==> src/rtl/uart_rx_frame_if.sv <==
// Serial-line side of uart_rx_frame: the RX pin plus the received word and status flags.
// The master modport is the receiver; the slave modport is whoever drives the pin and consumes frames.
interface uart_rx_frame_if #(
    parameter int data_bits = 8
);
    logic                 rx_serial_in;
    logic                 rx_dv_out;
    logic [data_bits-1:0] rx_out;
    logic                 parity_err_out;
    logic                 frame_err_out;
    logic                 busy_out;
    logic                 break_out;

    modport master (
        input  rx_serial_in,
        output rx_dv_out, rx_out, parity_err_out, frame_err_out, busy_out, break_out
    );

    modport slave (
        output rx_serial_in,
        input  rx_dv_out, rx_out, parity_err_out, frame_err_out, busy_out, break_out
    );
endinterface

==> src/rtl/uart_rx_frame.sv <==
// UART receiver: configurable data/parity/stop bits, 3-sample majority vote, glitch-rejecting start; UART_RX_BREAK_DETECT_EN adds break_out.
// rx_dv_out pulses one clk after the last stop-bit centre sample; no backpressure, each frame is presented once.
module uart_rx_frame #(
    parameter int clk_per_bit = 87,
    parameter int data_bits   = 8,
    parameter int parity_mode = 0,
    parameter int stop_bits   = 1
) (
    input  logic            clk,
    input  logic            rst_n,
    uart_rx_frame_if.master rx_if
);
    localparam int CW = $clog2(clk_per_bit);
    localparam int IW = $clog2(data_bits);
    localparam logic [CW-1:0] MID       = CW'((clk_per_bit - 1) / 2);
    localparam logic [CW-1:0] LAST      = CW'(clk_per_bit - 1);
    localparam logic [IW-1:0] LAST_IDX  = IW'(data_bits - 1);
    localparam logic          LAST_STOP = (stop_bits == 2);

    typedef enum logic [2:0] {IDLE, START, DATA, PARITY, STOP, DONE, WAIT_HIGH} state_t;

    state_t               state, state_n;
    logic                 sync1, rxs;
    logic [1:0]           samp;
    logic [CW-1:0]        cnt, cnt_n;
    logic [IW-1:0]        idx, idx_n;
    logic                 sidx, sidx_n;
    logic [data_bits-1:0] data_q, data_n;
    logic                 par_err_q, par_err_n;
    logic                 fe_acc, fe_acc_n;
    logic                 perr_out, perr_out_n;
    logic                 ferr_out, ferr_out_n;
    logic                 vote, bit_end;
`ifdef UART_RX_BREAK_DETECT_EN
    logic                 par_bit_q, par_bit_n;
    logic                 brk_q, brk_n;
`endif

    // samp holds rxs from the two previous cycles, so the vote at a decision
    // count covers that count and the two counts before it.
    assign vote    = (samp[1] & samp[0]) | (samp[1] & rxs) | (samp[0] & rxs);
    assign bit_end = (cnt == LAST);

    always_ff @(posedge clk or negedge rst_n) begin
        if (!rst_n) begin
            sync1 <= 1'b1;
            rxs   <= 1'b1;
            samp  <= 2'b11;
        end else begin
            sync1 <= rx_if.rx_serial_in;
            rxs   <= sync1;
            samp  <= {samp[0], rxs};
        end
    end

    always_ff @(posedge clk or negedge rst_n) begin
        if (!rst_n) begin
            state     <= IDLE;
            cnt       <= '0;
            idx       <= '0;
            sidx      <= 1'b0;
            data_q    <= '0;
            par_err_q <= 1'b0;
            fe_acc    <= 1'b0;
            perr_out  <= 1'b0;
            ferr_out  <= 1'b0;
`ifdef UART_RX_BREAK_DETECT_EN
            par_bit_q <= 1'b0;
            brk_q     <= 1'b0;
`endif
        end else begin
            state     <= state_n;
            cnt       <= cnt_n;
            idx       <= idx_n;
            sidx      <= sidx_n;
            data_q    <= data_n;
            par_err_q <= par_err_n;
            fe_acc    <= fe_acc_n;
            perr_out  <= perr_out_n;
            ferr_out  <= ferr_out_n;
`ifdef UART_RX_BREAK_DETECT_EN
            par_bit_q <= par_bit_n;
            brk_q     <= brk_n;
`endif
        end
    end

    always_comb begin
        state_n    = state;
        cnt_n      = cnt;
        idx_n      = idx;
        sidx_n     = sidx;
        data_n     = data_q;
        par_err_n  = par_err_q;
        fe_acc_n   = fe_acc;
        perr_out_n = perr_out;
        ferr_out_n = ferr_out;
`ifdef UART_RX_BREAK_DETECT_EN
        par_bit_n  = par_bit_q;
        brk_n      = brk_q;
`endif
        case (state)
            IDLE: begin
                cnt_n  = '0;
                idx_n  = '0;
                sidx_n = 1'b0;
                if (!rxs) begin
                    state_n   = START;
                    par_err_n = 1'b0;
                    fe_acc_n  = 1'b0;
`ifdef UART_RX_BREAK_DETECT_EN
                    par_bit_n = 1'b0;
`endif
                end
            end
            START: begin
                if (cnt == MID) begin
                    cnt_n   = '0;
                    state_n = vote ? IDLE : DATA;
                end else begin
                    cnt_n = cnt + CW'(1);
                end
            end
            DATA: begin
                if (bit_end) begin
                    cnt_n       = '0;
                    data_n[idx] = vote;
                    if (idx == LAST_IDX) begin
                        idx_n   = '0;
                        state_n = (parity_mode != 0) ? PARITY : STOP;
                    end else begin
                        idx_n = idx + IW'(1);
                    end
                end else begin
                    cnt_n = cnt + CW'(1);
                end
            end
            PARITY: begin
                if (bit_end) begin
                    cnt_n     = '0;
                    par_err_n = (((^data_q) ^ vote) != (parity_mode == 2));
`ifdef UART_RX_BREAK_DETECT_EN
                    par_bit_n = vote;
`endif
                    state_n   = STOP;
                end else begin
                    cnt_n = cnt + CW'(1);
                end
            end
            STOP: begin
                if (bit_end) begin
                    cnt_n = '0;
                    if (!vote) fe_acc_n = 1'b1;
                    if (sidx == LAST_STOP) begin
                        // Flags are loaded on entry to DONE so they are valid alongside rx_dv_out.
                        state_n    = DONE;
                        perr_out_n = par_err_q;
                        ferr_out_n = fe_acc | ~vote;
`ifdef UART_RX_BREAK_DETECT_EN
                        brk_n = (fe_acc | ~vote) && (data_q == '0) && !par_bit_q;
`endif
                    end else begin
                        sidx_n = sidx + 1'b1;
                    end
                end else begin
                    cnt_n = cnt + CW'(1);
                end
            end
            DONE: begin
                state_n = ferr_out ? WAIT_HIGH : IDLE;
            end
            WAIT_HIGH: begin
                if (rxs) state_n = IDLE;
            end
            default: state_n = IDLE;
        endcase
    end

    assign rx_if.rx_dv_out      = (state == DONE);
    assign rx_if.rx_out         = data_q;
    assign rx_if.parity_err_out = perr_out;
    assign rx_if.frame_err_out  = ferr_out;
    assign rx_if.busy_out       = (state != IDLE);
`ifdef UART_RX_BREAK_DETECT_EN
    assign rx_if.break_out      = brk_q && (state == DONE);
`else
    assign rx_if.break_out      = 1'b0;
`endif
endmodule

==> src/flat_wrapper.sv <==
// flat-port wrapper written by rule: the top's interface ports become plain ports
module uart_rx_frame_flat 
#(
    parameter int clk_per_bit = 87,
    parameter int data_bits   = 8,
    parameter int parity_mode = 0,
    parameter int stop_bits   = 1
)
  (clk, rst_n, rx_if_rx_serial_in, rx_if_rx_dv_out, rx_if_rx_out, rx_if_parity_err_out, rx_if_frame_err_out, rx_if_busy_out, rx_if_break_out);
  uart_rx_frame_if #(.data_bits(data_bits)) rx_if_i ();
  input  logic clk;
  input  logic rst_n;
  input wire logic [$bits(rx_if_i.rx_serial_in)-1:0] rx_if_rx_serial_in;
  output wire logic [$bits(rx_if_i.rx_dv_out)-1:0] rx_if_rx_dv_out;
  output wire logic [$bits(rx_if_i.rx_out)-1:0] rx_if_rx_out;
  output wire logic [$bits(rx_if_i.parity_err_out)-1:0] rx_if_parity_err_out;
  output wire logic [$bits(rx_if_i.frame_err_out)-1:0] rx_if_frame_err_out;
  output wire logic [$bits(rx_if_i.busy_out)-1:0] rx_if_busy_out;
  output wire logic [$bits(rx_if_i.break_out)-1:0] rx_if_break_out;
  assign rx_if_i.rx_serial_in = rx_if_rx_serial_in;
  assign rx_if_rx_dv_out = rx_if_i.rx_dv_out;
  assign rx_if_rx_out = rx_if_i.rx_out;
  assign rx_if_parity_err_out = rx_if_i.parity_err_out;
  assign rx_if_frame_err_out = rx_if_i.frame_err_out;
  assign rx_if_busy_out = rx_if_i.busy_out;
  assign rx_if_break_out = rx_if_i.break_out;
  uart_rx_frame #(.clk_per_bit(clk_per_bit), .data_bits(data_bits), .parity_mode(parity_mode), .stop_bits(stop_bits)) u_core (.clk(clk), .rst_n(rst_n), .rx_if(rx_if_i));
endmodule
==> config.mk <==
export PLATFORM = sky130hd
export DESIGN_NAME = uart_rx_frame_flat
export DESIGN_NICKNAME = d
export VERILOG_FILES = /design/src/rtl/uart_rx_frame_if.sv /design/src/rtl/uart_rx_frame.sv /design/src/flat_wrapper.sv
export SDC_FILE = /design/constraint.sdc
export NUM_CORES = 1
export LEC_CHECK = 0
export ABC_AREA = 0
export BUFFER_PORTS_ARGS = -buffer_cell sky130_fd_sc_hd__buf_2
export CAP_MARGIN = 10
export CORE_ASPECT_RATIO = 0.5
export CORE_MARGIN = 2
export CORE_UTILIZATION = 35
export DETAILED_ROUTE_END_ITERATION = 6
export GPL_ROUTABILITY_DRIVEN = 0
export PLACE_DENSITY = 0.56
export SLEW_MARGIN = 20
export SYNTH_ARGS = -nofsm -noshare
export SYNTH_HDL_FRONTEND = slang
export SYNTH_SLANG_ARGS = --single-unit
==> constraint.sdc <==
create_clock -name clk -period 4.4 [get_ports clk]
set_clock_uncertainty 0.05 [all_clocks]
set_input_delay 0.22 -clock clk [delete_from_list [all_inputs] [get_ports clk]]
set_output_delay 0.22 -clock clk [all_outputs]
set_load 0.02 [all_outputs]
Word-level counts from Yosys, hierarchy flattened
Index checks and enable logic that the tools add are counted.
{"block": "word_totals", "wordCells": 89, "register_bits": 30}
{"block": "classes", "magnitude_cmp": 2, "reduce_logical": 16, "n_addsub": 3, "eq_ne": 18, "n_bitwise": 9, "n_mux": 29}
{"op": "3-bit two-way mux", "n": 11}
{"op": "3-bit case mux with 7 select lines", "n": 1}
{"op": "7-bit case mux with 3 select lines", "n": 1}
{"op": "7-bit two-way mux", "n": 2}
{"op": "3-bit equality test (second input constant)", "n": 4}
{"op": "2-bit by 1-bit inequality test with 1-bit output (second input constant)", "n": 6}
{"op": "8-bit bitwise mux", "n": 1}
{"op": "8-bit AND reduction", "n": 1}
{"op": "8-bit XOR reduction", "n": 1}
{"op": "7-bit by 1-bit adder with 7-bit output (second input constant)", "n": 1}
{"op": "7-bit by 6-bit equality test with 1-bit output (second input constant)", "n": 1}
{"op": "7-bit equality test (second input constant)", "n": 1}
{"op": "1-bit two-way mux", "n": 7}
{"op": "3-bit by 2-bit equality test with 1-bit output (second input constant)", "n": 2}
{"op": "2-bit inequality test (second input constant)", "n": 3}
{"op": "1-bit case mux with 2 select lines", "n": 3}
{"op": "3-bit case mux with 2 select lines", "n": 1}
{"op": "2-bit AND reduction", "n": 3}
{"op": "3-bit AND reduction", "n": 2}
{"op": "2-bit nonzero test", "n": 3}
{"op": "3-bit nonzero test", "n": 2}
{"op": "3-bit by 4-bit < comparator with 1-bit output (second input constant)", "n": 1}
{"op": "4-bit AND reduction", "n": 1}
{"op": "3-bit by 1-bit adder with 3-bit output (second input constant)", "n": 1}
{"op": "12 further kinds", "n": 17}

Depth between registers and ports, before layout
{"block": "logic_depth", "depth_word": 6, "mapped_depth": 6, "ltp_nobuf": 6}

Worst setup path after synthesis
No wires, ideal clock.
{"block": "synth_path", "kind": "register to register", "startpoint": "reg u_core.cnt[0]", "endpoint": "reg u_core.data_q[4], in the netlist u_core.rx_if.rx_out[4]", "n_path_buf": 0, "setup_slack_ps": 2541, "arrival_time_ps": 1681, "setup_time_ps": 128, "path_stages_with_launch": 7, "required_ps": 4222, "path_cell_list": "dfrtp_1 -> inv_1 -> ha_1 -> nand4b_4 -> nor4_4 -> and4bb_1 -> mux2_1"}
{"block": "synth_between", "elab_chain_len": 2}
{"item": "from (decl)", "line_no": "uart_rx_frame.sv:25", "source": "logic [CW-1:0] cnt, cnt_n;"}
{"item": "from (signal assigned)", "line_no": "uart_rx_frame.sv:73", "source": "cnt <= cnt_n;"}
{"item": "7-bit equality test", "line_no": "uart_rx_frame.sv:42", "source": "assign bit_end = (cnt == LAST);"}
{"item": "2-bit AND reduction (no source line)"}
{"item": "to (signal assigned)", "line_no": "uart_rx_frame.sv:76", "source": "data_q <= data_n;"}
{"item": "to (decl)", "line_no": "uart_rx_frame.sv:28", "source": "logic [data_bits-1:0] data_q, data_n;"}
Every way passes these cells.
A chain may end at the register's enable or synchronous reset.

Worst setup path after layout
{"block": "layout_path", "startpoint": "reg u_core.cnt[0]", "endpoint": "reg u_core.data_q[2], in the netlist u_core.rx_if.rx_out[2]"}
The elaborated chain is that of the path after synthesis.

==> metrics.md <==
| Metric | Value |
|---|---|
| Clock Pin Slew Worst Setup and Hold Paths | 0.06 ns |
| Category of cells accounting for the largest share of critical-path delay | simple AND/OR/NAND/NOR gates |
| Hold crit path type | flop to flop |
| Wire length per cell after detailed routing | 14.1 um |
| Die Ht | 52.2 um |
| Inserted Clock Buffers | 5 |
| Syn Area/Cell | 11.1 um^2 |
| Reg-to-Reg End | u_core.rx_if.rx_out[2] |
| Boundary pin count | 16 |
| Worst R2R Start | u_core.cnt[0] |
| Net Count, Synth | 153 |
| Post-route clock period utilization | 0.454 |
| Flip-flop cell with the highest count after synthesis | sky130_fd_sc_hd__dfrtp_1 |
| Final wirelength | 3090 um |
| Number of antenna repair diodes | 0 |
| Routed wire length on met2 | 1360 um |
| Hold buffer count at CTS | 2 |
| Origin of the worst min-delay path | u_core.sync1 |
| Fin cells | 219 |
| Stage delay of the slowest cell on the critical path | 0.40 ns |
| Postcts setup bufs | 0 |
| Maximum frequency from static timing analysis | 501 MHz |
| Class of the most critical setup path | flop to flop |
| Max capacitance violation total | 0 |
| First-pass iteration count of the detailed router | 4 |
| Ranking of synthesized cells by area | sky130_fd_sc_hd__dfrtp_1, sky130_fd_sc_hd__mux2_1, sky130_fd_sc_hd__dfstp_2, sky130_fd_sc_hd__a22o_1, sky130_fd_sc_hd__xnor2_1 |
| Placed instance count | 209 |
| Total Die Area | 5240 um^2 |
| Arrival time of data at the critical path endpoint | 2.11 ns |
| Total number of placement rows | 17 |
| All-layer global routing usage | 0.141 |
| Unique masters post-synth | 46 |
| Type of element capturing the critical path | flop |
| Final cell utilization of the core | 0.414 |
| Sequential element share of the synthesized area | 0.450 |
| Met3 wire length | 150 um |
| Fraction of final layout cells sized beyond drive strength 1 | 0.185 |
| Synth area leader | sky130_fd_sc_hd__dfrtp_1 |
| Cell with the most instances after synthesis | sky130_fd_sc_hd__dfrtp_1 |
| Cells after Synth | 146 |
| Pin count of the biggest net entering global routing | 30 |
| Global-route wire length before repair | 5390 um |
| Number of synthesized flops with an enable pin | 0 |
| Tmin final | 2.00 ns |
| Slew @ Worst Pin | 0.666 ns |
| Area share of the largest cell type after synthesis | 0.385 |
| Buffers and inverters on the worst path | 1 |
| TritonCTS clock tree | yes |
| NumNets Final | 168 |
| Leakage power of the design | 0.884 nW |
| Cell Area, Synth | 1630 um^2 |
| Multi-input gate area | 851 um^2 |
| Routed length on met1 | 1560 um |
| Final routed DRC violation total | 0 |
| Horizontal die dimension | 100 um |
| Layout filler cell count | 443 |
| Setup violations, final | 0 |
| Number of antenna violations at the first check in global routing | 0 |
| Required time reported for the critical path endpoint | 4.51 ns |
| Effective utilization at floorplan | 0.367 |
| HPWL reported at the end of detailed placement | 2150 um |
| Internal reg-to-reg setup slack | 2.40 ns |
| Number of cells upsized or downsized after cts | 0 |
| Hold EP | u_core.rxs |
| Final TNS setup | 0 ns |
| Iter 0 DRT Violations | 70 |
| Number of storage elements in the synthesis netlist | 29 |
| Share of flip-flops with an asynchronous set or reset after synthesis | 1.00 |
| Master of the slowest instance on the critical path | sky130_fd_sc_hd__dfrtp_1 |
| Hold Fails Final Rpt | 0 |
| Synthesis-to-finish area growth | 12.6% |
| Slew HR | 0.556 |
| Count of cells along the worst register-to-register path | 6 |
| Count of input and output buffers | 14 |
| Critical Path Source Type | flop |
| Clock latency on the worst-skew pair | 0.28 ns |
| Count of nets left with antenna violations after detail routing | 0 |
| Synth warnings | 0 |
| Run status | completed |
| Cell Pwr Density | 339 nW/um^2 |
| Clk sink count | 29 |
| Total count of max-transition violations in the final report | 0 |
| Via total after detailed routing | 1136 |
| H-tree depth reported by CTS | 2 |
| Sequence of cells on the critical path | inv_1, ha_1, nand4b_4, nor4_4, and4bb_1, mux2_1 |
| Vias per std cell | 5.19 |
| RSZ-0062 raised after global routing | no |
| Top routing layer in use | met4 |
| Worst-path fanout max | 8 |
| Register cell area after layout | 731 um^2 |
| Number of global-route vias before repair | 1101 |
| Overflow left after global routing | 0 |
| Worst hold path cell count | 0 |
| Max clock buf depth | 2 |
| Buffer cell driving the clock tree root | sky130_fd_sc_hd__clkbuf_8 |
| Commonest cells in the synthesized netlist | sky130_fd_sc_hd__dfrtp_1, sky130_fd_sc_hd__mux2_1, sky130_fd_sc_hd__nand2_1 |
| Core Box Area | 4420 um^2 |
| Largest vdd supply drop | 0.000100 V |
-- area by class of cell --
type / count / share of cell area
multi-input cells: 107 / 0.465
flip-flops and latches: 29 / 0.399
repair buffers: 16 / 0.0492
clock buffers: 8 / 0.0437
well taps: 57 / 0.0390
inverters: 2 / 0.00410
-- metrics by stage --
stage / setup WS (ns) / power (W) / hold WS [ns] / area [um^2]
after floorplan: 2.54 / 0.000388 / -0.126 / 1630
after global placement: 2.45 / 0.000416 / 0.245 / 1730
after detailed placement: 2.41 / 0.000418 / 0.250 / 1730
after CTS: 2.40 / 0.000630 / 0.306 / 1830
after global routing: 2.28 / 0.000656 / 0.314 / 1830
final: 2.40 / 0.000620 / 0.305 / 1830
-- logic make-up (layout without fill, tap and decap cells) --
logic type / after synthesis / after routing / share of synthesized area
flip-flops: 29 / 29 / 0.450
XOR/XNOR: 7 / 7 / 0.0462
other: 1 / 1 / 0.00231
AND/OR/NAND/NOR: 54 / 54 / 0.219
AO/OA/AOI/OAI: 27 / 27 / 0.129
multiplexers: 13 / 13 / 0.0893
adder cells (fa/ha/maj): 5 / 5 / 0.0370
buffers and inverters: 10 / 26 / 0.0269
-- worst reg2reg max path: stages (launching register included) --
cell and delay [ns]:
sky130_fd_sc_hd__dfrtp_1 0.40, sky130_fd_sc_hd__inv_1 0.10, sky130_fd_sc_hd__ha_1 0.20, sky130_fd_sc_hd__nand4b_4 0.16, sky130_fd_sc_hd__nor4_4 0.40, sky130_fd_sc_hd__and4bb_1 0.27, sky130_fd_sc_hd__mux2_1 0.31
-- sequential cells by signal, summed over array words and instances (netlist names) --
| name | count |
|---|---|
| u_core.rx_if.rx_out | 8 |
| u_core.cnt | 7 |
| u_core.idx | 3 |
| u_core.state | 3 |
| u_core.samp | 2 |
| u_core.fe_acc | 1 |
| u_core.par_err_q | 1 |
| u_core.rx_if.frame_err_out | 1 |
| u_core.rx_if.parity_err_out | 1 |
| u_core.rxs | 1 |
| u_core.sync1 | 1 |
-- report_power, final --
group          switching, W  internal [W]
clock network     0.0000960      0.000112
logic             0.0000623     0.0000419
registers         0.0000266      0.000281
-- cell usage in the layout, fill, tap and decap left out, drive strengths merged, types with 2 or more instances in the layout --
cell,n
clkbuf,8
o211ai,2
inv,2
or2,3
a22oi,3
a21oi,2
o21ai,5
and3b,2
ha,4
buf,14
nand2,10
a211o,2
a21o,3
nand4b,5
nor2,7
dfrtp,25
xnor2,6
dfstp,4
nor2b,2
or3,2
mux2,12
nand3,6
a22o,6
dlygate4sd3,2
and4bb,2
nand2b,8
-- layer usage --
metal,global-route usage,up-vias
met5,0,-
met4,0.0753,0
met2,0.217,24
li1,-,557
met1,0.180,551
met3,0.0440,4
-- worst max-delay path by stage --
stage,start,endpoint,cells after the start
after global placement,u_core.cnt[1],u_core.state[0],5
after floorplan,u_core.cnt[0],u_core.rx_if.rx_out[4],6
after global routing,u_core.cnt[0],u_core.rx_if.rx_out[2],6
after CTS,u_core.cnt[0],u_core.rx_if.rx_out[2],6
final,u_core.cnt[0],u_core.rx_if.rx_out[2],6
after detailed placement,u_core.cnt[0],u_core.rx_if.rx_out[2],6
No activity file was read; power rests on OpenSTA's default activity.
